`config.mk`:
```
export PLATFORM = sky130hd
export DESIGN_NAME = pixel_capture
export DESIGN_NICKNAME = d
export VERILOG_FILES = /design/src/rtl/pixel_capture.sv
export SDC_FILE = /design/constraint.sdc
export NUM_CORES = 1
export LEC_CHECK = 0
export BUFFER_PORTS_ARGS = -buffer_cell sky130_fd_sc_hd__buf_2
export CORE_ASPECT_RATIO = 0.75
export CORE_MARGIN = 4
export CORE_UTILIZATION = 51
export DETAILED_ROUTE_END_ITERATION = 8
export PLACE_DENSITY_LB_ADDON = 0.2
export SLEW_MARGIN = 10
export SYNTH_ARGS = -nofsm -noshare
export SYNTH_HDL_FRONTEND = slang
export SYNTH_SLANG_ARGS = --single-unit
```
`constraint.sdc`:
```
create_clock -name clk -period 1.5 [get_ports clk]
set_input_delay 0.375 -clock clk [delete_from_list [all_inputs] [get_ports clk]]
set_output_delay 0.375 -clock clk [all_outputs]
set_load 0.05 [all_outputs]
```
`src/rtl/pixel_capture.sv`:
```
// pixel_capture: byte-wide camera receiver, pclk/vsync/href framing
// recovers 16-bit pixels with position and frame markers in clk domain
module pixel_capture #(
  parameter int SYNC_STAGES  = 2,
  parameter int MAX_COLS     = 640,
  parameter int MAX_ROWS     = 480,
  parameter int MIN_EDGE_GAP = 4
) (
  input  logic        clk,
  input  logic        n_rst,
  input  logic        enable,
  input  logic        pclk_in,
  input  logic        vsync_in,
  input  logic        href_in,
  input  logic [7:0]  data_in,
  output logic [15:0] pixel_out,
  output logic        pixel_valid,
  output logic        frame_start,
  output logic        frame_done,
  output logic [9:0]  col_cnt,
  output logic [9:0]  row_cnt,
  output logic        rate_err
);

  localparam int GW = $clog2(MIN_EDGE_GAP + 1);
  localparam logic [GW-1:0] GAP_MAX = GW'(MIN_EDGE_GAP);
  localparam logic [10:0] COL_MAX = 11'(MAX_COLS);
  localparam logic [10:0] ROW_MAX = 11'(MAX_ROWS);

  typedef enum logic [1:0] {
    IDLE,
    BLANK,
    ACTIVE
  } state_t;

  state_t state_q;
  state_t state_d;

  logic [SYNC_STAGES-1:0] pclk_sr;
  logic [SYNC_STAGES-1:0] vsync_sr;
  logic [SYNC_STAGES-1:0] href_sr;
  logic [7:0] data_sr [SYNC_STAGES];

  logic pclk_d;
  logic vsync_d;
  logic href_d;

  logic pclk_s;
  logic vsync_s;
  logic href_s;
  logic [7:0] data_s;

  logic strobe;
  logic vs_rise;
  logic vs_fall;
  logic hr_fall;

  logic go_active;
  logic end_frame;
  logic active;
  logic accept;
  logic in_range;

  logic [GW-1:0] gap_q;
  logic          phase_q;
  logic [7:0]    hi_q;
  logic [10:0]   col_q;
  logic [10:0]   row_q;
  logic          line_pix_q;

  assign pclk_s  = pclk_sr[SYNC_STAGES-1];
  assign vsync_s = vsync_sr[SYNC_STAGES-1];
  assign href_s  = href_sr[SYNC_STAGES-1];
  assign data_s  = data_sr[SYNC_STAGES-1];

  assign strobe  = pclk_s & ~pclk_d;
  assign vs_rise = vsync_s & ~vsync_d;
  assign vs_fall = ~vsync_s & vsync_d;
  assign hr_fall = ~href_s & href_d;

  assign active   = enable && (state_q == ACTIVE);
  assign accept   = active && strobe && href_s;
  assign in_range = (col_q < COL_MAX) && (row_q < ROW_MAX);

  // bring all external inputs into clk domain, keep one delayed copy for edges
  always_ff @(posedge clk or negedge n_rst) begin
    if (!n_rst) begin
      pclk_sr  <= '0;
      vsync_sr <= '0;
      href_sr  <= '0;
      for (int i = 0; i < SYNC_STAGES; i++) data_sr[i] <= '0;
      pclk_d   <= 1'b0;
      vsync_d  <= 1'b0;
      href_d   <= 1'b0;
    end else begin
      pclk_sr  <= {pclk_sr[SYNC_STAGES-2:0], pclk_in};
      vsync_sr <= {vsync_sr[SYNC_STAGES-2:0], vsync_in};
      href_sr  <= {href_sr[SYNC_STAGES-2:0], href_in};
      data_sr[0] <= data_in;
      for (int i = 1; i < SYNC_STAGES; i++) data_sr[i] <= data_sr[i-1];
      pclk_d   <= pclk_s;
      vsync_d  <= vsync_s;
      href_d   <= href_s;
    end
  end

  // frame state register
  always_ff @(posedge clk or negedge n_rst) begin
    if (!n_rst) state_q <= IDLE;
    else        state_q <= state_d;
  end

  // frame sequencing: idle until a vsync rise, then blank/active per vsync
  always_comb begin
    state_d   = state_q;
    go_active = 1'b0;
    end_frame = 1'b0;
    if (!enable) begin
      state_d = IDLE;
    end else begin
      unique case (state_q)
        IDLE: begin
          if (vs_rise) state_d = BLANK;
        end
        BLANK: begin
          if (vs_fall) begin
            state_d   = ACTIVE;
            go_active = 1'b1;
          end
        end
        ACTIVE: begin
          if (vs_rise) begin
            state_d   = BLANK;
            end_frame = 1'b1;
          end
        end
        default: state_d = IDLE;
      endcase
    end
  end

  // clk cycles since last pclk edge, saturating
  always_ff @(posedge clk or negedge n_rst) begin
    if (!n_rst)               gap_q <= '0;
    else if (strobe)          gap_q <= '0;
    else if (gap_q < GAP_MAX) gap_q <= gap_q + GW'(1);
  end

  // byte pairing, position tracking and output strobes
  always_ff @(posedge clk or negedge n_rst) begin
    if (!n_rst) begin
      phase_q     <= 1'b0;
      hi_q        <= '0;
      col_q       <= '0;
      row_q       <= '0;
      line_pix_q  <= 1'b0;
      pixel_out   <= '0;
      pixel_valid <= 1'b0;
      frame_start <= 1'b0;
      frame_done  <= 1'b0;
      col_cnt     <= '0;
      row_cnt     <= '0;
      rate_err    <= 1'b0;
    end else begin
      pixel_valid <= 1'b0;
      frame_start <= go_active;
      frame_done  <= end_frame;
      if (!enable) begin
        phase_q <= 1'b0;
      end else if (go_active) begin
        phase_q    <= 1'b0;
        col_q      <= '0;
        row_q      <= '0;
        line_pix_q <= 1'b0;
        rate_err   <= 1'b0;
      end else if (active) begin
        if (strobe && (gap_q < GAP_MAX)) rate_err <= 1'b1;
        if (accept) begin
          phase_q <= ~phase_q;
          if (!phase_q) begin
            hi_q <= data_s;
          end else if (in_range) begin
            pixel_out   <= {hi_q, data_s};
            pixel_valid <= 1'b1;
            col_cnt     <= col_q[9:0];
            row_cnt     <= row_q[9:0];
            col_q       <= col_q + 11'd1;
            line_pix_q  <= 1'b1;
          end
        end else if (hr_fall) begin
          if (line_pix_q && (row_q < ROW_MAX)) row_q <= row_q + 11'd1;
          col_q      <= '0;
          phase_q    <= 1'b0;
          line_pix_q <= 1'b0;
        end
      end
    end
  end

endmodule

```
# Word-level counts from Yosys, hierarchy flattened
# Cells that the tools add are included.
[totals] reg_bits=102 latch_bits=0 mem_bits_rw=0 rom_bits=0 inputBits=14 out_inout_bits=40 wordCells=110 n_memories=0
[classes] add_sub_neg=3 mul=0 n_div=0 order_cmp=3 eq_ne=9 shifts=0 mux=42 bitwise=10 reduce_logical=21
[op_table] operator="$mux 11" count=11
[op_table] operator="$mux 1" count=25
[op_table] operator="$add 11x1->11 const B" count=2
[op_table] operator="$reduce_and 5->1" count=3
[op_table] operator="$lt 11x10->1 const B" count=1
[op_table] operator="$lt 11x9->1 const B" count=1
[op_table] operator="$reduce_bool 2->1" count=5
[op_table] operator="$ne 3x2->1 const B" count=3
[op_table] operator="$logic_and 1x1->1" count=6
[op_table] operator="$mux 2" count=3
[op_table] operator="$mux 3" count=2
[op_table] operator="$not 1->1" count=6
[op_table] operator="$reduce_and 6->1" count=1
[op_table] operator="$and 1x1->1" count=4
[op_table] operator="$ne 4x1->1 const B" count=1
[op_table] operator="$pmux 2 s2" count=1
[op_table] operator="$reduce_and 2->1" count=2
[op_table] operator="$add 3x1->3 const B" count=1
[op_table] operator="$lt 3x3->1 const B" count=1
[op_table] operator="$ne 3x1->1 const B" count=1
[op_table] operator="$ne 3x3->1 const B" count=1
[op_table] operator="$reduce_and 3->1" count=1
[op_table] operator="$reduce_bool 3->1" count=1
[op_table] operator="$eq 2x1->1 const B" count=1
[op_table] operator="4 further kinds" count=4

# Depth between registers and ports, before layout
[logic_depth] depth_word=8 ltp_mapped=6 depth_no_buf=5

# Worst setup path after synthesis
# Ideal clock, no wire load.
[synth_timing] path_kind="flip-flop to flip-flop" startpoint="register state_q[0]" endpoint="register col_cnt[9]" setup_ps=125 arrival_time_ps=1476 required_time_ps=1375 setup_slack_ps=-101 path_stages_with_launch=7 n_path_buf=2 synth_period_minus_slack_ps=1601 path_cell_list="dfrtp_1 and3b_2 nand3_4 nor2_4 buf_6 buf_12 mux2_4"
[synth_via] elab_chain_len=5 word_cells_on_any_way=9 cone_classes="2 x eq/ne; 2 x mux; 1 x bitwise; 4 x reduce/logical"
[synth_lines] item="from (decl)" line_no="36" text="state_t state_q;"
[synth_lines] item="from (signal assigned)" line_no="110" text="else state_q <= state_d;"
[synth_lines] item="$eq 2x1->1 / $eq 2x2->1 (equally long branches)" line_no="121, 81"
[synth_lines] item="$mux 1 / $logic_and 1x1->1 (equally long branches)" line_no="121, 81"
[synth_lines] item="$mux 1 / $logic_and 1x1->1 (equally long branches)" line_no="118, 82"
[synth_lines] item="$not 1->1 (no line) / $logic_and 1x1->1 (equally long branches)"
[synth_lines] item="$reduce_and 6->1 (no line) *"
[synth_lines] item="to (signal assigned)" line_no="185" text="col_cnt <= col_q[9:0];"
[synth_lines] item="to (decl)" line_no="20" text="output logic [9:0] col_cnt,"
# Mark *: on every way between the ends. The rest lies on a longest branch, timed or not.
# A chain may end at the register's enable or synchronous reset.

# Final worst setup path
[layout_timing] startpoint="register pclk_d" endpoint="register row_cnt[5]"
[layout_via] elab_chain_len=5
[layout_lines] item="from (decl)" line_no="44" text="logic pclk_d;"
[layout_lines] item="from (signal assigned)" line_no="101" text="pclk_d <= pclk_s;"
[layout_lines] item="$not 1->1" line_no="76" text="assign strobe = pclk_s & ~pclk_d;"
[layout_lines] item="$and 1x1->1" line_no="76"
[layout_lines] item="$logic_and 1x1->1 (2 in series)" line_no="82" text="assign accept = active && strobe && href_s;"
[layout_lines] item="$reduce_and 6->1 (no line)"
[layout_lines] item="to (signal assigned)" line_no="186" text="row_cnt <= row_q[9:0];"
[layout_lines] item="to (decl)" line_no="21" text="output logic [9:0] row_cnt,"
# Every way passes these cells.

==> impl_metrics.tcl <==
set metrics [dict create \
    synth-seq-area-share 0.6532 \
    synth-seq-cells 102 \
    syn_inst 269 \
    seqCellArea_mm2 0.002554 \
    critPathCaptureType "flop" \
    grt_pass1_vias 2639 \
    io_buffers 53 \
    critPathKind "flop to flop" \
    worst_skew_pair.late_latency_ps 370 \
    cts-root-buf "clkbuf_8" \
    timing.fmax_ghz 0.6198 \
    critPathMaxStageDelay_ps 380 \
    antenna_found_initial 0 \
    placed_cells_incl_taps 449 \
    critPathArrivalTime_ps 1870 \
    syn-num-nets 286 \
    die_area_mm2 0.009141 \
    fin_skew_ps 10.74 \
    critPathTopFamily "simple AND/OR/NAND/NOR gates" \
    die_w_um 109.1 \
    die_h_um 83.81 \
    fin_cells 480 \
    antenna_cells 0 \
    fill_cells 497 \
    power_mw 4.898 \
    multiInputGateArea_mm2 0.001405 \
    ios 54 \
    worst_pin_slew_ps 283.5 \
    cts_buffers 9 \
    area_growth_pct 29.20 \
    holdWs_ps 107.1 \
    period_minus_slack_ps 1613 \
    drtIter0Drc 138 \
    via_per_inst 5.258 \
    synthDistinctLibCells 46 \
    mostFrequentLayoutCell "dfrtp_1" \
    worstPathCellList "and2b_2, nand3_4, nor2_4, buf_4, buf_12, mux2_2" \
    rows 27 \
    tritoncts "done" \
    peakVddDrop_v 0.0006233 \
    wire_per_inst_um 16.76 \
    rsz0062_at_grt "true" \
    slew-limit-headroom 0.8104 \
    reg2regPathDepth 6 \
    grt_max_degree 53 \
    maxCapViolations 0 \
    fin_ws_ps -113.5 \
    place_area_mm2 0.004548 \
    yosys_warnings 0 \
    drtAntennaViolNets 0 \
    grt_pass1_wl_mm 13.30 \
    path_clk_slew_ps 100 \
    cts_buffer_depth 2 \
    reg2reg_slack_ps -110 \
    first_pass_iters 4 \
    initial_core_util 0.5282 \
    dp_hpwl_mm 5.086 \
    status "finished with violations" \
    setup_viol 58 \
    most-common-layout-cells "dfrtp_1, buf_2, buf_4, mux2_2, mux2_4" \
    powerDensity_mw_per_mm2 970.3 \
    hold_end "data_sr[10]$_DFF_PN0_" \
    gp_congestion 0.8269 \
    vias 2524 \
    setup_tns_ps -4699 \
    hold_viol 0 \
    worst-path-max-fanout 10 \
    nNetsFinal 391 \
    synth_flop_cell "dfrtp_1" \
    r2r-start "pclk_d$_DFF_PN0_" \
    drive_gt1_frac 0.4776 \
    coreArea_mm2 0.007398 \
    hp-class "primary input to flop" \
    start_kind "flop" \
    maxSlewViolCount 0 \
    post_synth.cell_area_avg_um2 14.53 \
    drc_errors 0 \
    critPathBufInv 2 \
    synthArstFlopShare 1.000 \
    wl_mm 8.045 \
    hold_path_depth 1 \
    r2r_end "row_cnt[5]$_DFFE_PN0P_" \
    synth-edff-count 0 \
    final_cell_area_mm2 0.005049 \
    ctsHtreeMaxLevel 3 \
    grt_usage 0.1893 \
    overflow 0 \
    crit_required_ps 1760 \
    crit_slowest_cell "dfrtp_1" \
    clock-sinks 102 \
    violations "negative setup slack" \
    hold_start "data_in[2]" \
    synth_area_mm2 0.003907 \
    power.leakage_nw 2.574 \
    fin_crit_sh 1.076 \
]
==> logic make-up (layout without fill, tap and decap cells) <==
kind of cell             Yosys count  in the layout  synth area share
AO/OA/AOI/OAI                     32             32           0.06052
multiplexers                      50             50            0.1479
XOR/XNOR                           1              1          0.002242
AND/OR/NAND/NOR                   67             67            0.1044
flip-flops                       102            102            0.6532
buffers and inverters             14            124           0.02209
adder cells (fa/ha/maj)            3              3          0.009607
==> layer usage <==
| metal | track usage | part of all wire | up-vias |
|---|---|---|---|
| met2 | 0.2676 | 0.47 | 77 |
| met3 | 0.06497 | 0.052 | 8 |
| met5 | 0 | 0 | - |
| met1 | 0.2805 | 0.47 | 1268 |
| li1 | - | - | 1171 |
| met4 | 0.04702 | 0.0099 | 0 |
==> worst reg2reg max path, stage by stage (launching register included) <==
cell and delay [ps]:
dfrtp_1 380, and2b_2 260, nand3_4 110, nor2_4 140
buf_4 140, buf_12 130, mux2_2 340
==> stage by stage <==
stage,worst slack [ps],utilization
4_1_cts,-104.8,0.6692
3_3_place_gp,-160.0,0.6147
6_report,-113.5,0.6824
2_1_floorplan,-99.80,-
3_5_place_dp,-198.9,0.6147
5_1_grt,-175.1,0.6824
==> Yosys cell counts, drive strengths merged (2+ instances only) <==
master    n  area, µm²
dfrtp   102       2552
mux2     44      518.0
nor2     13      58.81
nand2     9      33.78
nand3     9      57.56
o21ai     9      48.80
nor3      8      40.04
o22a      8      70.07
buf       6      56.30
inv       6      22.52
mux2i     6      60.06
nand4     5      52.55
and2      3      18.77
ha        3      37.54
nor3b     3      22.52
nor4      3      18.77
o211ai    3      22.52
o31ai     3      22.52
a21o      2      15.01
and2b     2      15.01
and3      2      12.51
and3b     2      18.77
clkbuf    2      7.510
nand2b    2      12.51
nand3b    2      15.01
nor2b     2      12.51
o21a      2      15.01
==> what timing repair did <==
action                                  CTS  global route
endpoints found under the hold margin    50             0
buffers inserted                         10             4
cloned                                    1             0
gates resized for setup                  23            14
endpoints found under the setup margin   62            65
pin swaps                                 3             6
hold buffers                              1             0
==> worst max-delay path by stage <==
stage / startpoint / to / slack, ps / cells after the start
6_report: pclk_d$_DFF_PN0_ / row_cnt[5]$_DFFE_PN0P_ / -110 / 6
5_1_grt: state_q[0]$_DFFE_PN0P_ / col_q[5]$_DFFE_PN0P_ / -180 / 6
4_1_cts: state_q[0]$_DFFE_PN0P_ / col_q[5]$_DFFE_PN0P_ / -100 / 6
3_5_place_dp: enable / row_q[6]$_DFFE_PN0P_ / -200 / 5
3_3_place_gp: enable / row_q[6]$_DFFE_PN0P_ / -160 / 5
2_1_floorplan: col_q[8]$_DFFE_PN0P_ / col_cnt[9]$_DFFE_PN0P_ / -100 / 6
==> state kept, by name, summed over array words and instances (netlist names), 2 cells and up <==
| register | flops |
|---|---|
| col_cnt | 10 |
| col_q | 11 |
| data_s | 8 |
| data_sr | 8 |
| gap_q | 3 |
| hi_q | 8 |
| href_sr | 2 |
| pclk_sr | 2 |
| pixel_out | 16 |
| row_cnt | 10 |
| row_q | 11 |
| state_q | 2 |
| vsync_sr | 2 |
==> layout make-up <==
cell class              count  area share
clock inverters             5     0.01165
flip-flops and latches    102      0.5058
inverters                   6    0.004461
repair buffers            102      0.1487
multi-input cells         153      0.2783
clock buffers              11     0.02602
well taps                 101     0.02503
==> report_power, final <==
| group | switching [mW] | internal, mW | total [mW] |
|---|---|---|---|
| logic | 0.155 | 0.137 | 0.292 |
| registers | 0.0670 | 2.84 | 2.91 |
| clock network | 0.921 | 0.776 | 1.70 |
| total | 1.14 | 3.76 | 4.90 |
Power figures use the tool's default switching activity.
